File: src/rtl/rename_pkg.sv
// Rename-stage shared types: physical/architectural register counts and the tag type.
// Used by the free list, RAT and ROB.
package rename_pkg;

    localparam int NUM_PHYS_REGS = 64;
    localparam int NUM_ARCH_REGS = 32;
    localparam int PREG_W        = $clog2(NUM_PHYS_REGS);

    typedef logic [PREG_W-1:0] preg_t;

endpackage

File: src/rtl/rename_freelist.sv
// Circular free list of physical tags with a speculative and a committed head.
// Optional FL_BYPASS_EN: a tag freed while the list is empty is offered directly at alloc_preg.
module rename_freelist
    import rename_pkg::*;
(
    input  logic                                           clk,
    input  logic                                           rst_n,
    input  logic                                           alloc_req,
    output preg_t                                          alloc_preg,
    output logic                                           fl_empty,
    input  logic                                           free_valid,
    input  preg_t                                          free_preg,
    input  logic                                           commit_alloc,
    input  logic                                           flush,
    output logic [$clog2(NUM_PHYS_REGS-NUM_ARCH_REGS):0]   fl_count,
    output logic                                           free_err
);

    localparam int DEPTH = NUM_PHYS_REGS - NUM_ARCH_REGS;
    localparam int PTR_W = $clog2(DEPTH);

    typedef logic [PTR_W:0] ptr_t;

    preg_t r_entry [DEPTH];
    ptr_t  r_spec_head;
    ptr_t  r_arch_head;
    ptr_t  r_tail;
    logic  r_free_err;

    ptr_t  w_count;
    ptr_t  w_arch_next;
    logic  w_empty_raw;
    logic  w_full;
    logic  w_alloc;
    logic  w_free_ok;
    logic  w_bypass_take;
    logic  w_write;
    preg_t w_head_tag;

    assign w_count     = r_tail - r_spec_head;
    assign w_empty_raw = (w_count == '0);
    assign w_full      = (w_count == ptr_t'(DEPTH));
    assign w_arch_next = r_arch_head + ptr_t'(commit_alloc);
    assign w_head_tag  = r_entry[r_spec_head[PTR_W-1:0]];

    // Flush makes the head non-speculative, so a same-cycle alloc is dropped.
    assign w_alloc   = alloc_req && !flush && !w_empty_raw;
    // A full list still accepts a free when the same edge pops a tag.
    assign w_free_ok = free_valid && (!w_full || w_alloc);

`ifdef FL_BYPASS_EN
    logic w_bypass;
    assign w_bypass      = w_empty_raw && free_valid;
    assign w_bypass_take = w_bypass && alloc_req && !flush;
    always_comb begin
        alloc_preg = w_bypass ? free_preg : w_head_tag;
        fl_empty   = w_empty_raw && !free_valid;
    end
`else
    assign w_bypass_take = 1'b0;
    always_comb begin
        alloc_preg = w_head_tag;
        fl_empty   = w_empty_raw;
    end
`endif

    // A bypassed tag never touches the array or the tail.
    assign w_write  = w_free_ok && !w_bypass_take;
    assign fl_count = w_count;
    assign free_err = r_free_err;

    always_ff @(posedge clk or negedge rst_n) begin
        if (!rst_n) begin
            r_spec_head <= '0;
            r_arch_head <= '0;
            r_tail      <= ptr_t'(DEPTH);
            r_free_err  <= 1'b0;
        end else begin
            // NOTE: state updates use <= so every pointer sees pre-edge values of the others.
            r_arch_head <= w_arch_next;
            if (flush)
                r_spec_head <= w_arch_next;
            else if (w_alloc)
                r_spec_head <= r_spec_head + ptr_t'(1);
            if (w_write)
                r_tail <= r_tail + ptr_t'(1);
            if (free_valid && !w_free_ok)
                r_free_err <= 1'b1;
        end
    end

    // NOTE: the array must be reset because its contents define the initial free tags.
    always_ff @(posedge clk or negedge rst_n) begin
        if (!rst_n) begin
            for (int i = 0; i < DEPTH; i++)
                r_entry[i] <= preg_t'(NUM_ARCH_REGS + i);
        end else if (w_write) begin
            r_entry[r_tail[PTR_W-1:0]] <= free_preg;
        end
    end

    function automatic logic f_on_list(input preg_t tag);
        logic [PTR_W-1:0] idx;
        logic             hit;
        hit = 1'b0;
        for (int i = 0; i < DEPTH; i++) begin
            idx = r_spec_head[PTR_W-1:0] + PTR_W'(i);
            if ((ptr_t'(i) < w_count) && (r_entry[idx] == tag))
                hit = 1'b1;
        end
        return hit;
    endfunction

    always @(posedge clk) begin
        if (rst_n) begin
            assert (!(commit_alloc && (r_arch_head == r_spec_head)))
                else $error("committed head passed speculative head");
            assert (!(w_write && f_on_list(free_preg)))
                else $error("tag freed while already on the free list");
        end
    end

endmodule

File: config.mk
export PLATFORM = sky130hd
export DESIGN_NAME = rename_freelist
export DESIGN_NICKNAME = d
export VERILOG_FILES = /design/src/rtl/rename_pkg.sv /design/src/rtl/rename_freelist.sv
export SDC_FILE = /design/constraint.sdc
export NUM_CORES = 1
export LEC_CHECK = 0
export ABC_AREA = 1
export CAP_MARGIN = 0
export CORE_UTILIZATION = 40
export CTS_BUF_LIST = sky130_fd_sc_hd__clkbuf_4
export DETAILED_ROUTE_END_ITERATION = 6
export PLACE_DENSITY_LB_ADDON = 0.05
export SYNTH_ARGS = -nofsm -noshare
export SYNTH_HDL_FRONTEND = slang
export SYNTH_SLANG_ARGS = --single-unit
File: constraint.sdc
create_clock -name clk -period 5.8 [get_ports clk]
set_input_delay 0.58 -clock clk [delete_from_list [all_inputs] [get_ports clk]]
set_output_delay 0.58 -clock clk [all_outputs]
set_load 0.02 [all_outputs]
Yosys cells after proc, flatten, opt, wreduce, memory -nomap -nowiden
Cells that the tools add are included.
{"block": "word_totals", "word_cells": 66, "output_inout_bits": 14, "reg_bits": 211, "mem_bits_ro": 0, "memories": 0, "ram_bits": 0, "in_bits": 12, "latchBits": 0}
{"block": "op_classes", "n_mul": 0, "add_sub_neg": 4, "n_reduce_logical": 12, "bitwise": 2, "magnitude_cmp": 3, "mux": 8, "n_shift": 0, "eq_ne": 1, "div": 0}
{"operator": "$bwmux 192", "count": 1}
{"operator": "$bmux 6 s5", "count": 1}
{"operator": "$demux 6 s5", "count": 1}
{"operator": "$mux 6", "count": 5}
{"operator": "$add 6x1->6 const B", "count": 2}
{"operator": "$ge 6x6->1 const B", "count": 2}
{"operator": "$not 5->6", "count": 2}
{"operator": "$add 6x1->6", "count": 1}
{"operator": "$eq 6x6->1 const B", "count": 1}
{"operator": "$logic_not 6->1", "count": 1}
{"operator": "$lt 6x1->1 const B", "count": 1}
{"operator": "$sub 6x6->6", "count": 1}
{"operator": "$logic_and 1x1->1", "count": 5}
{"operator": "$logic_not 1->1", "count": 4}
{"operator": "$reduce_bool 2->1", "count": 1}
{"operator": "$logic_or 1x1->1", "count": 1}

Longest topological paths before layout
Gate-level depths: netlist of the first run.
{"block": "logic_depth", "depth_word": 8, "mapped_depth": 15, "ltp_nobuf": 14}

Least setup slack after synthesis of the first run
Ideal clock, no wire load.
{"block": "synth_path", "path_type": "reg2out", "startpoint": "register r_spec_head[2]", "endpoint": "output fl_empty", "slack_ns": 3.139, "path_stages_with_launch": 13, "n_path_buf": 2, "t_arrival_ns": 2.081, "t_required_ns": 5.220, "path_cell_list": "dfrtp_1 clkbuf_1 inv_1 clkbuf_1 ha_1 inv_2 nand2_1 nand2_1 nor2_1 nand3_1 nor2_4 nand2_1 inv_1"}
{"block": "synth_between", "elab_chain_len": 2}
{"element": "start: declaration", "line": "rename_freelist.sv:25", "source": "ptr_t r_spec_head;"}
{"element": "start signal: assignment", "line": "rename_freelist.sv:82", "source": "r_spec_head <= w_arch_next;"}
{"element": "start signal: assignment", "line": "rename_freelist.sv:84", "source": "r_spec_head <= r_spec_head + ptr_t'(1);"}
{"element": "$sub 6x6->6", "line": "rename_freelist.sv:40", "source": "assign w_count = r_tail - r_spec_head;"}
{"element": "via fl_count[2]", "line": "rename_freelist.sv:15", "source": "output logic [$clog2(NUM_PHYS_REGS-NUM_ARCH_REGS):0] fl_count,"}
{"element": "$logic_not 6->1", "line": "rename_freelist.sv:41", "source": "assign w_empty_raw = (w_count == '0);"}
{"element": "end: declaration", "line": "rename_freelist.sv:10", "source": "output logic fl_empty,"}
The timed path passes the listed nets, and every way through them passes these cells.

Final worst setup path of the first run
{"block": "layout_path", "startpoint": "register r_spec_head[0]", "endpoint": "output alloc_preg[1]"}
{"block": "layout_between", "elab_chain_len": 4}
{"element": "$not 5->6 (implied by the code)", "line": "rename_freelist.sv:44", "source": "assign w_head_tag = r_entry[r_spec_head[PTR_W-1:0]];"}
{"element": "$bmux 6 s5", "line": "rename_freelist.sv:44"}
{"element": "$mux 6 (implied by the code) (2 in series)", "line": "rename_freelist.sv:44"}
{"element": "end: declaration", "line": "rename_freelist.sv:9", "source": "output preg_t alloc_preg,"}
Every way passes these cells. The select of a mux whose other input is x is not followed.

==> results.toml, run 1 <==
[status]
status = "completed"

[power]
p_per_area_mw_per_mm2 = 558
intPower_w = 0.00404
clock_power_share = 0.214
p_leak_nw = 5.91
pwr-share-comb = 0.433
switching_share = 0.440
pwr-share-seq = 0.354
ir_drop_mv = 0.253
p_sw_w = 0.00317

[drt]
vias_per_cell = 5.57
num_vias = 10500
drt_wl_total_mm = 37.5
first_pass_iters = 7
antenna_left = 0
drtIter0Drc = 956
post_drt_wl_per_cell_um = 19.8
drcViolationCount = 0

[logic_synthesis]
synth.net_count = 1487
synth_edf_count = 0
avgSynthCellArea_um2 = 8.13
yosys-top-cells-area = "dfstp_2, dfrtp_1, nand2_1"
synth_top_cells_by_count = "nand2_1, nand4_1, nor2_1"
synth_top_area_frac = 0.250
syn_inst = 1462
ys_ff_latch = 211
yosysMostFrequentCell = "nand2_1"
ys.flop_type = "dfstp_2"
ys_types = 31
netlist_area_mm2 = 0.0119
ys_seq_area_frac = 0.456
ys_async_sr_fraction = 1.00
synth_warnings = 0
yosysTopAreaCell = "dfstp_2"

[timing]
hold_viol_final = 0
period_needed_ns = 4.75
final.period_utilization = 0.820
fin_skew_ns = 0.0424
fmax_mhz = 210
tightest_slew_ns = 1.08
finalSetupTns_ns = 0
setup_viol = 0
maxSlewHeadroom = 0.280
final-max-slew-violation-count = 0
grt_setup_unrepaired = "false"

[die]
die_height_um = 174
core_area_mm2 = 0.0289
ioPinCount = 26
dieArea_mm2 = 0.0304
start_util = 0.411
rows = 62
dieWidth_um = 174

[clock_network]
post_cts.repair.setup_buffers = 0
cts.repair.resized = 0
max-clock-path-buffers = 3
cts_tree = "built"
cts.htree.levels = 2
clkSlewWorstSetupHoldPaths_ns = 0.07
root_buffer = "clkbuf_4"
cts_sinks = 211
cts_hold_buf = 1
numCtsBuffers = 61
clk_latency_ns = 0.72

[run]
max_cap_violations = 0

[worst_setup_path]
r2r_slack_ns = 1.95
crit_required_ns = 5.22
crit_arrival_ns = 4.17
path_class = "flip-flop to output port"
crit_fanout = 52
crit_chain = "inv_2 -> buf_4 -> nor2_1 -> o211ai_1 -> nand3_1 -> nand4_1 -> nand2_1 -> inv_1 -> clkdlybuf4s50_1"
reg2reg_depth = 15
r2r_end = "r_entry[86]"
worst_setup_path_end_kind = "output port"
startpoint_type = "flip-flop"
cpPeakStageDelay_ns = 0.81
crit_path_top_delay_cell = "inv_2"
worstReg2RegStart = "r_spec_head[2]"

[global_route]
grt_usage = 0.252
antenna_found_initial = 1
grt_pass1_vias = 10200
grt_max_degree = 120
grt_pass1_wl_mm = 60.1
overflow = 0

[hold_path]
holdCritPathClass = "flip-flop to flip-flop"
hp-start = "r_entry[64]"
holdPathStages = 2
hold_end = "r_entry[64]"

[placement]
port_buffers = 25
routabilityCongestion = 0.810
hpwl_mm = 22.1

[layout]
layout-drive-gt1-share = 0.187
synthToLayoutAreaGrowth_pct = 8.70
layout.nets = 1483
post-route-util = 0.446
cell families (layout without fill, tap and decap cells):
group	after synthesis	after routing	share of synthesized area
AO/OA/AOI/OAI	142	142	0.0681
XOR/XNOR	9	9	0.00663
adder cells (fa/ha/maj)	13	13	0.0143
buffers and inverters	147	194	0.0703
flip-flops	211	211	0.456
other	0	1	0
AND/OR/NAND/NOR	940	940	0.384
cell usage in the layout (no fill, tap or decap), drive strengths merged, types with 4 or more instances in the layout:
cell	instances
buf	21
nand3	93
dfrtp	98
xor2	5
clkdlybuf4s50	19
o21ai	94
clkinv	14
nand4	201
nor2	137
o22ai	14
a21oi	9
inv	36
o221ai	12
ha	12
xnor2	4
dfstp	113
o211ai	12
nand2	508
clkbuf	100
worst max path at each step:
stage                   start             to
2_1_floorplan  r_spec_head[2]       fl_empty
3_3_place_gp   r_spec_head[0]  alloc_preg[1]
3_5_place_dp   r_spec_head[0]  alloc_preg[1]
4_1_cts        r_spec_head[0]  alloc_preg[1]
5_1_grt        r_spec_head[0]  alloc_preg[1]
6_report       r_spec_head[0]  alloc_preg[1]
flip-flops by register name, summed over array words and instances, names as in the netlist:
signal       cells
r_entry        192
r_arch_head      6
r_spec_head      6
r_tail           6
free_err         1
layer usage:
| layer | vias up | track usage | wire, um |
|---|---|---|---|
| li1 | 5064 | - | - |
| met1 | 5126 | 0.369 | 17900 |
| met2 | 276 | 0.375 | 16700 |
| met3 | 79 | 0.0422 | 1940 |
| met4 | 0 | 0.0870 | 1070 |
| met5 | - | 0 | 0 |
critical path: cells and delay by family, from the launching register on:
kind	cells	cell delay (ns)
simple gates	4	0.54
buf+inv	4	1.94
compound gates	1	0.30
flops	1	0.68
per-stage QoR:
| stage | std cells | hold WS [ns] | total power [W] | worst slack [ns] | cell area, um2 |
|---|---|---|---|---|---|
| global route | 1894 | 0.476 | 0.00775 | 0.825 | 12900 |
| global placement | 1778 | 0.448 | 0.00568 | 1.77 | 12000 |
| detailed placement | 1778 | 0.452 | 0.00569 | 1.79 | 12000 |
| floorplan | 1462 | 0.284 | 0.00465 | 3.14 | 11900 |
| CTS | 1893 | 0.463 | 0.00726 | 1.04 | 12900 |
| finish | 1894 | 0.461 | 0.00721 | 1.05 | 12900 |
cell type report:
type                       count  area, um2
clock inverter                16        121
clock buffer                  98        736
sequential                   211       5420
tap                          384        480
fill                        2995      16000
antenna                        1       2.50
timing repair buffer          43        388
inverter                      37        139
multi-input combinational   1104       5620
power groups by stage:
stage | combinational, W | clock (W) | sequential, W
5_1_grt | 0.00347 | 0.00166 | 0.00262
3_3_place_gp | 0.00313 | 0 | 0.00256
6_report | 0.00312 | 0.00154 | 0.00255
3_5_place_dp | 0.00313 | 0 | 0.00256
4_1_cts | 0.00314 | 0.00158 | 0.00254
2_1_floorplan | 0.00224 | 0 | 0.00241
Power figures use the tool's default switching activity.
==> run 2: changes to the inputs <==
- clock period: 5.8 -> 4.9 ns (I/O delays scaled with it)
==> run 2 against run 1 <==
  * Total power increased by 18%
  * Critical path type unchanged
  * Via count is 0.70% higher
  * Largest power group unchanged
  * Die area unchanged
  * Final area hardly changed
  * Non-clock buffer count grew 1
  * Highest routed layer unchanged
  * Register-to-register slack lost 0.53 ns
  * Setup slack got worse by 0.45 ns
  * Routed wire length is 2.8% higher
  * Sequential cell count did not move
  * Count of clock-buffer cells in the layout is 7 lower
  * Global-route usage rose by 0.31 points
==> results.toml, run 2 (synthesis gave the netlist of run 1 again) <==
[timing]
holdWs_ns = 0.349
final-max-slew-violation-count = 0
final.period_utilization = 0.878
fmax_mhz = 232
finalSetupTns_ns = 0
hold_viol_final = 0
grt_setup_unrepaired = "false"
maxSlewHeadroom = 0.245
period_needed_ns = 4.30
setup_viol = 0
tightest_slew_ns = 1.13
fin_skew_ns = 0.0459

[global_route]
grt_max_degree = 130
grt_util_met3 = 0.0457
grt-busiest-layer = "met2"
gr-usage-met1 = 0.357
overflow = 0
met2_usage = 0.392
antenna_found_initial = 1
grt_pass1_wl_mm = 60.6
grt_pass1_vias = 10200
grt_usage = 0.255

[layout]
largest_reg_flops = 192
layout.nets = 1484
synthToLayoutAreaGrowth_pct = 8.78
layout-drive-gt1-share = 0.183
largest-register = "r_entry"
final_common_cell = "nand2_1"
layout_common_cells = "nand2_1, nand4_1, nor2_1"

[die]
core_area_mm2 = 0.0289
dieArea_mm2 = 0.0304
dieWidth_um = 174
start_util = 0.411
ioPinCount = 26
rows = 62
die_height_um = 174

[placement]
routabilityCongestion = 0.812
port_buffers = 25
hpwl_mm = 22.8

[clock_network]
cts_sinks = 211
cts_tree = "built"
clk_latency_ns = 0.74
post_cts.repair.setup_buffers = 0
root_buffer = "clkbuf_4"
max-clock-path-buffers = 3
clkSlewWorstSetupHoldPaths_ns = 0.07
numCtsBuffers = 61
cts.htree.levels = 2

[drt]
drcViolationCount = 0
first_pass_iters = 5
drtIter0Drc = 795
antenna_left = 0
post_drt_wl_per_cell_um = 20.4
drt_wl_total_mm = 38.6
vias_per_cell = 5.61
num_vias = 10600

[power]
p_leak_nw = 5.92
finalPower_w = 0.00848
p_per_area_mw_per_mm2 = 656
ir_drop_mv = 0.316

[worst_setup_path]
worst_setup_path_end_kind = "output port"
crit_required_ns = 4.41
crit_path_top_delay_cell = "dfrtp_2"
crit_chain = "inv_2 -> buf_12 -> nor2_1 -> o211ai_1 -> nand3_1 -> nand4_1 -> nand2_1 -> inv_1 -> clkdlybuf4s50_1"
crit_fanout = 72
path_class = "flip-flop to output port"
cpPeakStageDelay_ns = 0.67
startpoint_type = "flip-flop"
crit_arrival_ns = 3.81

[hold_path]
holdCritPathClass = "input port to asynchronous set/reset pin"

[status]
status = "completed"

[run]
max_cap_violations = 0
[run 2: changes by cell type in the layout (fill, tap and decap cells not counted), sizes merged]
cell,before,now
buf,21,22
bufinv,2,1
clkbuf,100,93
clkinv,14,20
clkinvlp,1,0
inv,36,38
[run 2: path summary, 6_finish.rpt]
check                          startpoint             end  slack, ns  depth (start not counted)
setup / recovery           r_spec_head[0]   alloc_preg[1]       0.60                          9
hold / removal                      rst_n  r_arch_head[2]       0.35                          2
setup reg to reg           r_spec_head[4]    r_entry[159]       1.42                         11
hold reg to reg              r_entry[156]    r_entry[156]       0.46                          2
max in group asynchronous           rst_n     r_entry[32]       3.24                          3
min in group clk             commit_alloc  r_arch_head[0]       0.44                          2
[run 2: worst max-delay path, delay by kind of cell, from the launching register on]
family | cells | cell delay, ns
DFF | 1 | 0.67
AOI/OAI and AO/OA | 1 | 0.40
and+or+nand+nor | 4 | 0.50
buffers and inverters | 4 | 1.41
[run 2: per-layer routing]
layer | wire, um | vias up
met5 | 0 | -
met4 | 1090 | 0
met3 | 2250 | 78
met2 | 17700 | 326
met1 | 17500 | 5157
li1 | - | 5058
[run 2: per-stage QoR]
stage	cell area (um2)	instances	setup WS, ns	util
after floorplan	11900	1462	2.33	-
after global placement	12100	1779	1.38	0.419
after detailed placement	12100	1779	1.33	0.419
after CTS	12900	1893	0.504	0.447
after global routing	12900	1894	0.338	0.447
final	12900	1894	0.599	0.447
[run 2: power breakdown]
part	leakage (nW)	internal, W	switching [W]
combinational	2.99	0.00122	0.00246
sequential	2.45	0.00259	0.000498
clock	0.480	0.000901	0.000818
[run 2: repair_timing]
item / 4_1_cts / 5_1_grt
gates resized for setup: 0 / 0
endpoints found under the hold margin: 47 / 0
hold buffers: 1 / 0
[run 2: area by class of cell]
class                           count  area (um2)
Antenna cell                        1        2.50
Clock buffer                       91         683
Clock inverter                     22         114
Fill cell                        2955       16000
Inverter                           37         139
Multi-Input combinational cell   1104        5620
Sequential cell                   211        5420
Tap cell                          384         480
Timing Repair Buffer               44         458
